### src/rtl/adder_pkg.sv
// adder_pkg: shared defaults, operation encoding and helpers for the pipelined adder.
package adder_pkg;
   localparam int ADDER_WIDTH_DEF  = 16;
   localparam int ADDER_STAGES_DEF = 4;
   localparam logic OP_ADD = 1'b0;
   localparam logic OP_SUB = 1'b1;
   function automatic int clog2(input int v);
      int r;
      r = 0;
      for (int n = v - 1; n > 0; n = n >> 1) r++;
      return r;
   endfunction
endpackage

### src/rtl/adder_chunk.sv
// adder_chunk: combinational W-bit add with carry in/out and the carry into the MSB.
module adder_chunk #(
   parameter int W = 4
) (
   input  logic [W-1:0] a_i,
   input  logic [W-1:0] b_i,
   input  logic         ci_i,
   output logic [W-1:0] s_o,
   output logic         co_o,
   output logic         cmsb_o
);
   assign {co_o, s_o} = {1'b0, a_i} + {1'b0, b_i} + {{W{1'b0}}, ci_i};
   assign cmsb_o = s_o[W-1] ^ a_i[W-1] ^ b_i[W-1];
endmodule

### src/rtl/pipelined_adder.sv
// pipelined_adder: STAGES-deep chunked add/subtract with valid/ready backpressure.
// Define PIPELINED_ADDER_OVF_EN to add the registered signed-overflow output ovf.
module pipelined_adder
   import adder_pkg::*;
#(
   parameter int WIDTH  = ADDER_WIDTH_DEF,
   parameter int STAGES = ADDER_STAGES_DEF
) (
   input  logic             clk,
   input  logic             rst_n,
   input  logic             in_valid,
   output logic             in_ready,
   input  logic [WIDTH-1:0] a,
   input  logic [WIDTH-1:0] b,
   input  logic             ci,
   input  logic             sub,
   output logic             out_valid,
   input  logic             out_ready,
   output logic [WIDTH-1:0] sum,
   output logic             co
`ifdef PIPELINED_ADDER_OVF_EN
   ,
   output logic             ovf
`endif
);
   localparam int CHUNK = WIDTH / STAGES;
   logic              adv;
   logic [WIDTH-1:0]  b_eff;
   logic              c0;
   logic [STAGES-1:0] v_q, c_q, v_in, c_in, c_out, cm;
   logic [WIDTH-1:0]  a_q [STAGES];
   logic [WIDTH-1:0]  b_q [STAGES];
   logic [WIDTH-1:0]  s_q [STAGES];
   logic [WIDTH-1:0]  a_in [STAGES];
   logic [WIDTH-1:0]  b_in [STAGES];
   logic [WIDTH-1:0]  s_in [STAGES];
   logic [WIDTH-1:0]  s_d [STAGES];
   assign b_eff     = (sub == OP_SUB) ? ~b : b;
   assign c0        = (sub == OP_SUB) ? 1'b1 : ci;
   assign adv       = !v_q[STAGES-1] || out_ready;
   assign in_ready  = adv;
   assign out_valid = v_q[STAGES-1];
   assign sum       = s_q[STAGES-1];
   assign co        = c_q[STAGES-1];
   // Operands shift down one chunk per stage so every stage adds the low chunk.
   for (genvar k = 0; k < STAGES; k++) begin : g_st
      logic [CHUNK-1:0] r;
      logic [WIDTH-1:0] sd;
      if (k == 0) begin : g_first
         assign v_in[k] = in_valid;
         assign c_in[k] = c0;
         assign a_in[k] = a;
         assign b_in[k] = b_eff;
         assign s_in[k] = '0;
      end else begin : g_next
         assign v_in[k] = v_q[k-1];
         assign c_in[k] = c_q[k-1];
         assign a_in[k] = a_q[k-1];
         assign b_in[k] = b_q[k-1];
         assign s_in[k] = s_q[k-1];
      end
      adder_chunk #(.W(CHUNK)) u_chunk (
         .a_i    (a_in[k][CHUNK-1:0]),
         .b_i    (b_in[k][CHUNK-1:0]),
         .ci_i   (c_in[k]),
         .s_o    (r),
         .co_o   (c_out[k]),
         .cmsb_o (cm[k])
      );
      always_comb begin
         sd = s_in[k];
         sd[k*CHUNK +: CHUNK] = r;
      end
      assign s_d[k] = sd;
   end
   always_ff @(posedge clk or negedge rst_n) begin
      if (!rst_n) begin
         v_q <= '0;
         c_q <= '0;
         for (int i = 0; i < STAGES; i++) begin
            a_q[i] <= '0;
            b_q[i] <= '0;
            s_q[i] <= '0;
         end
      end else if (adv) begin
         v_q <= v_in;
         c_q <= c_out;
         for (int i = 0; i < STAGES; i++) begin
            a_q[i] <= a_in[i] >> CHUNK;
            b_q[i] <= b_in[i] >> CHUNK;
            s_q[i] <= s_d[i];
         end
      end
   end
`ifdef PIPELINED_ADDER_OVF_EN
   logic ovf_q, ovf_d;
   assign ovf_d = cm[STAGES-1] ^ c_out[STAGES-1];
   always_ff @(posedge clk or negedge rst_n) begin
      if (!rst_n) ovf_q <= 1'b0;
      else if (adv) ovf_q <= ovf_d;
   end
   assign ovf = ovf_q;
`endif
   logic unused_ok;
   assign unused_ok = ^{a_q[STAGES-1], b_q[STAGES-1], cm};
endmodule

### config.mk
export PLATFORM = sky130hd
export DESIGN_NAME = pipelined_adder
export DESIGN_NICKNAME = d
export VERILOG_FILES = /design/src/rtl/adder_pkg.sv /design/src/rtl/adder_chunk.sv /design/src/rtl/pipelined_adder.sv
export SDC_FILE = /design/constraint.sdc
export NUM_CORES = 1
export LEC_CHECK = 0
export ABC_AREA = 1
export CORE_MARGIN = 1
export CORE_UTILIZATION = 50
export CTS_CLUSTER_SIZE = 25
export DETAILED_ROUTE_END_ITERATION = 7
export GPL_TIMING_DRIVEN = 0
export PLACE_DENSITY = 0.84
export SETUP_SLACK_MARGIN = 0.3
export SKIP_CTS_REPAIR_TIMING = 1
export SLEW_MARGIN = 25
export SYNTH_ARGS = -nofsm -noshare
export SYNTH_HDL_FRONTEND = slang
export SYNTH_SLANG_ARGS = --single-unit
### constraint.sdc
create_clock -name clk -period 4.9 [get_ports clk]
set_clock_uncertainty 0.15 [all_clocks]
set_input_delay 0.98 -clock clk [delete_from_list [all_inputs] [get_ports clk]]
set_output_delay 0.98 -clock clk [all_outputs]
set_load 0.01 [all_outputs]
======== Word-level counts from Yosys, hierarchy flattened ========
Index checks and enable logic that the tools add are counted.
cells by class
  mux-type cells .......................... 2
  bitwise gates (word level) .............. 1
  reduce and logical (&&, ||, !) cells .... 2
  add/sub/neg operators ................... 8
operators with widths
  cell                  count
  adder 4 x 4 -> 5 bit  4
  adder 5 x 1 -> 5 bit  4
  two-way mux 16 bit    1
  inverter 16 bit       1
  zero test 1 bit       1
  logical OR 1 bit      1
  two-way mux 1 bit     1
storage, ports and cells
  input bits .............................. 38
  word-level logic and storage cells ...... 25
  register bits after elaboration ......... 96

======== Logic depth before layout (Yosys ltp) ========
  depth in word-level cells ............... 4
  depth in mapped cells ................... 9
  depth with buffers taken out ............ 8

======== Hierarchy ========
Synthesis repeated with hierarchy kept, for this count alone.
second synthesis, totals
  cells, all modules ...................... 562
  area, all modules ....................... 4628.2 µm²
by module, submodules not included
  module                             instances  cells each  area each (µm²)
  pipelined_adder                    1          438         3804.9
  adder_chunk (g_st[0].u_chunk ...)  3          31          207.7
  adder_chunk (g_st[1].u_chunk)      1          31          200.2

======== Worst setup path before layout ========
OpenSTA, ideal clock, no wires.
  path kind ............................... input port to flip-flop
  start point ............................. input port sub
  end point ............................... register c_q[0]
  setup slack ............................. 1.926 ns
  stages .................................. 9
  path buffers ............................ 2
  arrival time ............................ 2.698 ns
  setup time .............................. 0.126 ns
  data required time ...................... 4.624 ns
  cells stage by stage .................... buf_4 > buf_4 > or2_2 > fa_1 > fa_1 > nand2_1 > inv_1 > o21ai_0 > a21oi_1
between the ends
  word-level cells in the longest chain between the ends .. 3
  elaborated cells on any way between the ends .. 4
  classes of those cells .................. add/sub: 2; mux: 2
ends and longest elaborated chain
  item                      RTL line               source
  start: declaration        pipelined_adder.sv:16  input logic sub,
  two-way mux 16 bit        pipelined_adder.sv:38  assign b_eff = (sub == OP_SUB) ? ~b : b;
  adder 4 x 4 -> 5 bit      adder_chunk.sv:12      assign {co_o, s_o} = {1'b0, a_i} + {1'b0, b_i} + {{W{1'b0}}, ci_i};
  adder 5 x 1 -> 5 bit (*)  adder_chunk.sv:12
  end signal: assignment    pipelined_adder.sv:87  c_q <= c_out;
  end: declaration          pipelined_adder.sv:30  logic [STAGES-1:0] v_q, c_q, v_in, c_in, c_out, cm;
Mark *: on every way between the ends. The rest lies on a longest branch, timed or not.
A chain may end at the register's enable or synchronous reset.

======== Final worst setup path ========
  start point ............................. input port out_ready
  end point ............................... output port in_ready
between the ends
  word-level cells in the longest chain between the ends .. 1
ends and longest elaborated chain
  item                RTL line               source
  start: declaration  pipelined_adder.sv:18  input logic out_ready,
  logical OR 1 bit    pipelined_adder.sv:40  assign adv = !v_q[STAGES-1] || out_ready;
  end: declaration    pipelined_adder.sv:12  output logic in_ready,
No other way between the ends.

==> results_dict.tcl <==
set metrics [dict create \
    nets 596 \
    cts_max_level 3 \
    power.share.sequential_pct 45.0 \
    finalPower_mw 3.01 \
    final.min_clock_period_ns 3.77 \
    r2r_start "a_in[32]" \
    synth_compound_area_share_pct 4.85 \
    avgSynthCellArea_um2 8.99 \
    syn2layout_area_growth_pct 21.1 \
    synth-seq-cells 96 \
    synth_area_um2 4230 \
    synthSimpleGateAreaFrac_pct 23.3 \
    numCtsBuffers 9 \
    worst_setup_path_end_kind "primary output" \
    r2r_slack_ns 2.99 \
    cp.required_ns 3.77 \
    grt_pass1_vias 3224 \
    post-route-period-util_pct 77.0 \
    die_h_um 94.0 \
    p_int_mw 1.87 \
    grt_pass1_wl_mm 15.2 \
    syn-num-nets 529 \
    timing.max_cap.violations 0 \
    grt_use_total_pct 22.7 \
    yosysSeqAreaShare_pct 56.7 \
    io_pins 57 \
    cp_max_fo 10 \
    route.detailed.drc 0 \
    powerDensity_nw_per_um2 587 \
    die_area_um2 8840 \
    clkPwrFrac_pct 16.2 \
    fillCellCount 706 \
    slew_headroom_pct 66.0 \
    whs_ns 0.304 \
    worst_slew_pin_slew_ns 0.510 \
    antenna_found_initial 0 \
    hold_viol 0 \
    ys_types 18 \
    overflow 0 \
    clock_sinks 96 \
    clockBufferDepth 2 \
    ff2ff_path_depth 6 \
    yosysWarningCount 0 \
    status "finished, final reports clean" \
    switching_share_pct 37.9 \
    root_buffer "clkbuf_8" \
    startpoint_type "primary input" \
    die_width_um 94.0 \
    postSynthCellCount 471 \
    synthXorXnorAreaFrac_pct 3.31 \
    critical_path_class "primary input to primary output" \
    start_util_pct 51.5 \
    num_rows 33 \
    rsz0062_at_grt "false" \
    drt-initial-drc-count 177 \
    grt_max_degree 75 \
    synth_fa_ha_area_share_pct 7.33 \
    regToRegEndpoint "c_q[1]" \
    power_switching_mw 1.14 \
    drive_gt1_share_pct 6.81 \
    wire_per_inst_um 13.7 \
    firstDrtPassIters 4 \
    finalSetupViolCount 0 \
    combPwrFrac_pct 38.8 \
    drtAntennaViolNets 0 \
    synth_top_family_by_area "simple AND/OR/NAND/NOR gates" \
    clkLatencyLatePin_ns 0.37 \
    min_path_type "primary input to asynchronous set/reset pin" \
    place_hpwl_mm 6.44 \
    routed_wl_mm 8.90 \
    cts_tree "yes" \
    num_antenna_cells 0 \
    core_area_um2 8220 \
    slew_violations 0 \
    synth.mux.area_fraction_pct 0 \
    clk_pin_slew_worst_paths_ns 0.09 \
    viasPerCell 5.06 \
    port_buffers 55 \
    fin_area_um2 5130 \
    place_congestion 0.786 \
    place_area_um2 4940 \
    finalNonFillerCells 648 \
    num_vias 3277 \
    crit_arrival_ns 2.64 \
    dp.cells 632 \
    p_leak_nw 2.60 \
    max_freq_mhz 265 \
    ir_drop_mv 0.231 \
    layout_setup_ws_ns 1.13 \
    post-place-ws_ns 1.13 \
]
==> kinds of logic (layout without fill, tap and decap cells) <==
group	after synthesis	in the layout
AOI/OAI and AO/OA	40	40
xor gates and xnor gates	16	16
adders and majority gates	20	20
buffers and inverters	44	116
DFF	96	96
and+or+nand+nor	255	255
==> state kept, by name (all words and copies together), names as in the netlist <==
register / flops
g_st.sd: 24
a_in: 24
b_in: 24
c_q: 4
sum: 16
v_q: 4
==> metrics by stage <==
step | utilization [%] | setup TNS, ns
5_1_grt | 62.4 | 0
4_1_cts | 62.4 | 0
2_1_floorplan | - | 0
6_report | 62.4 | 0
3_5_place_dp | 60.2 | 0
3_3_place_gp | 59.8 | -55.19
==> cells in the final DEF (no fill, tap or decap), drive strengths merged, types with 3 or more instances in the layout <==
cell type / instances
nor2: 11
nand2: 229
clkbuf: 19
clkinv: 3
o21ai: 30
xnor2: 12
xor2: 4
inv: 22
buf: 18
clkdlybuf4s50: 54
fa: 8
dfrtp: 96
a21oi: 8
ha: 12
nand3: 13
==> worst max-delay path, stage by stage <==
cell and delay [ns]:
clkdlybuf4s50_1 0.51, nor2_4 0.08, inv_2 0.08, clkbuf_1 0.36, clkdlybuf4s50_1 0.62
==> how the worst max path moves through the flow <==
| stage | slack, ns | endpoint | from | depth (start not counted) |
|---|---|---|---|---|
| floorplan | 1.93 | c_q[0] | sub | 9 |
| global placement | -0.58 | sum[11] | rst_n | 1 |
| detailed placement | 1.13 | in_ready | out_ready | 5 |
| CTS | 1.11 | in_ready | out_ready | 5 |
| global route | 1.02 | in_ready | out_ready | 5 |
| finish | 1.13 | in_ready | out_ready | 5 |
==> cell usage after synthesis <==
cell        n  area (µm²)
inv_2       1        3.75
nand2_1   229         860
xnor2_1    12         105
a21oi_1     8        40.0
buf_2      14        70.1
nand3_1    13        65.1
or2_2       2        12.5
o21ai_0    30         150
inv_1      21        78.8
buf_4       2        15.0
clkbuf_1    6        22.5
xor2_1      4        35.0
nor2_1     10        37.5
o31ai_1     2        15.0
dfrtp_1    96        2400
ha_1       12         150
nor2_4      1        11.3
fa_1        8         160
==> layer usage <==
layer  wire, µm  GRT usage, %  vias up
met5          0             0        -
met4        163          7.69        0
met3        441          4.29       16
met2       4290          36.9      100
met1       4010          30.6     1567
li1           -             -     1594
==> final cells by class <==
cell class | instances | area, µm² | share of cell area, %
buffer | 22 | 108 | 2.10
clock buffer | 13 | 169 | 3.29
clock inverter | 3 | 15.0 | 0.293
inverter | 22 | 82.6 | 1.61
multi-input combinational | 331 | 1640 | 32.0
sequential | 96 | 2400 | 46.8
tap | 105 | 131 | 2.56
timing repair buffer | 56 | 579 | 11.3
==> power by group through the flow <==
| stage | clock network [mW] | registers [mW] | logic [mW] |
|---|---|---|---|
| 2_1_floorplan | 0 | 1.34 | 0.709 |
| 3_3_place_gp | 0 | 1.34 | 1.08 |
| 3_5_place_dp | 0 | 1.36 | 1.16 |
| 4_1_cts | 0.490 | 1.35 | 1.17 |
| 5_1_grt | 0.523 | 1.39 | 1.33 |
| 6_report | 0.488 | 1.35 | 1.17 |
No activity file was read; power rests on OpenSTA's default activity.
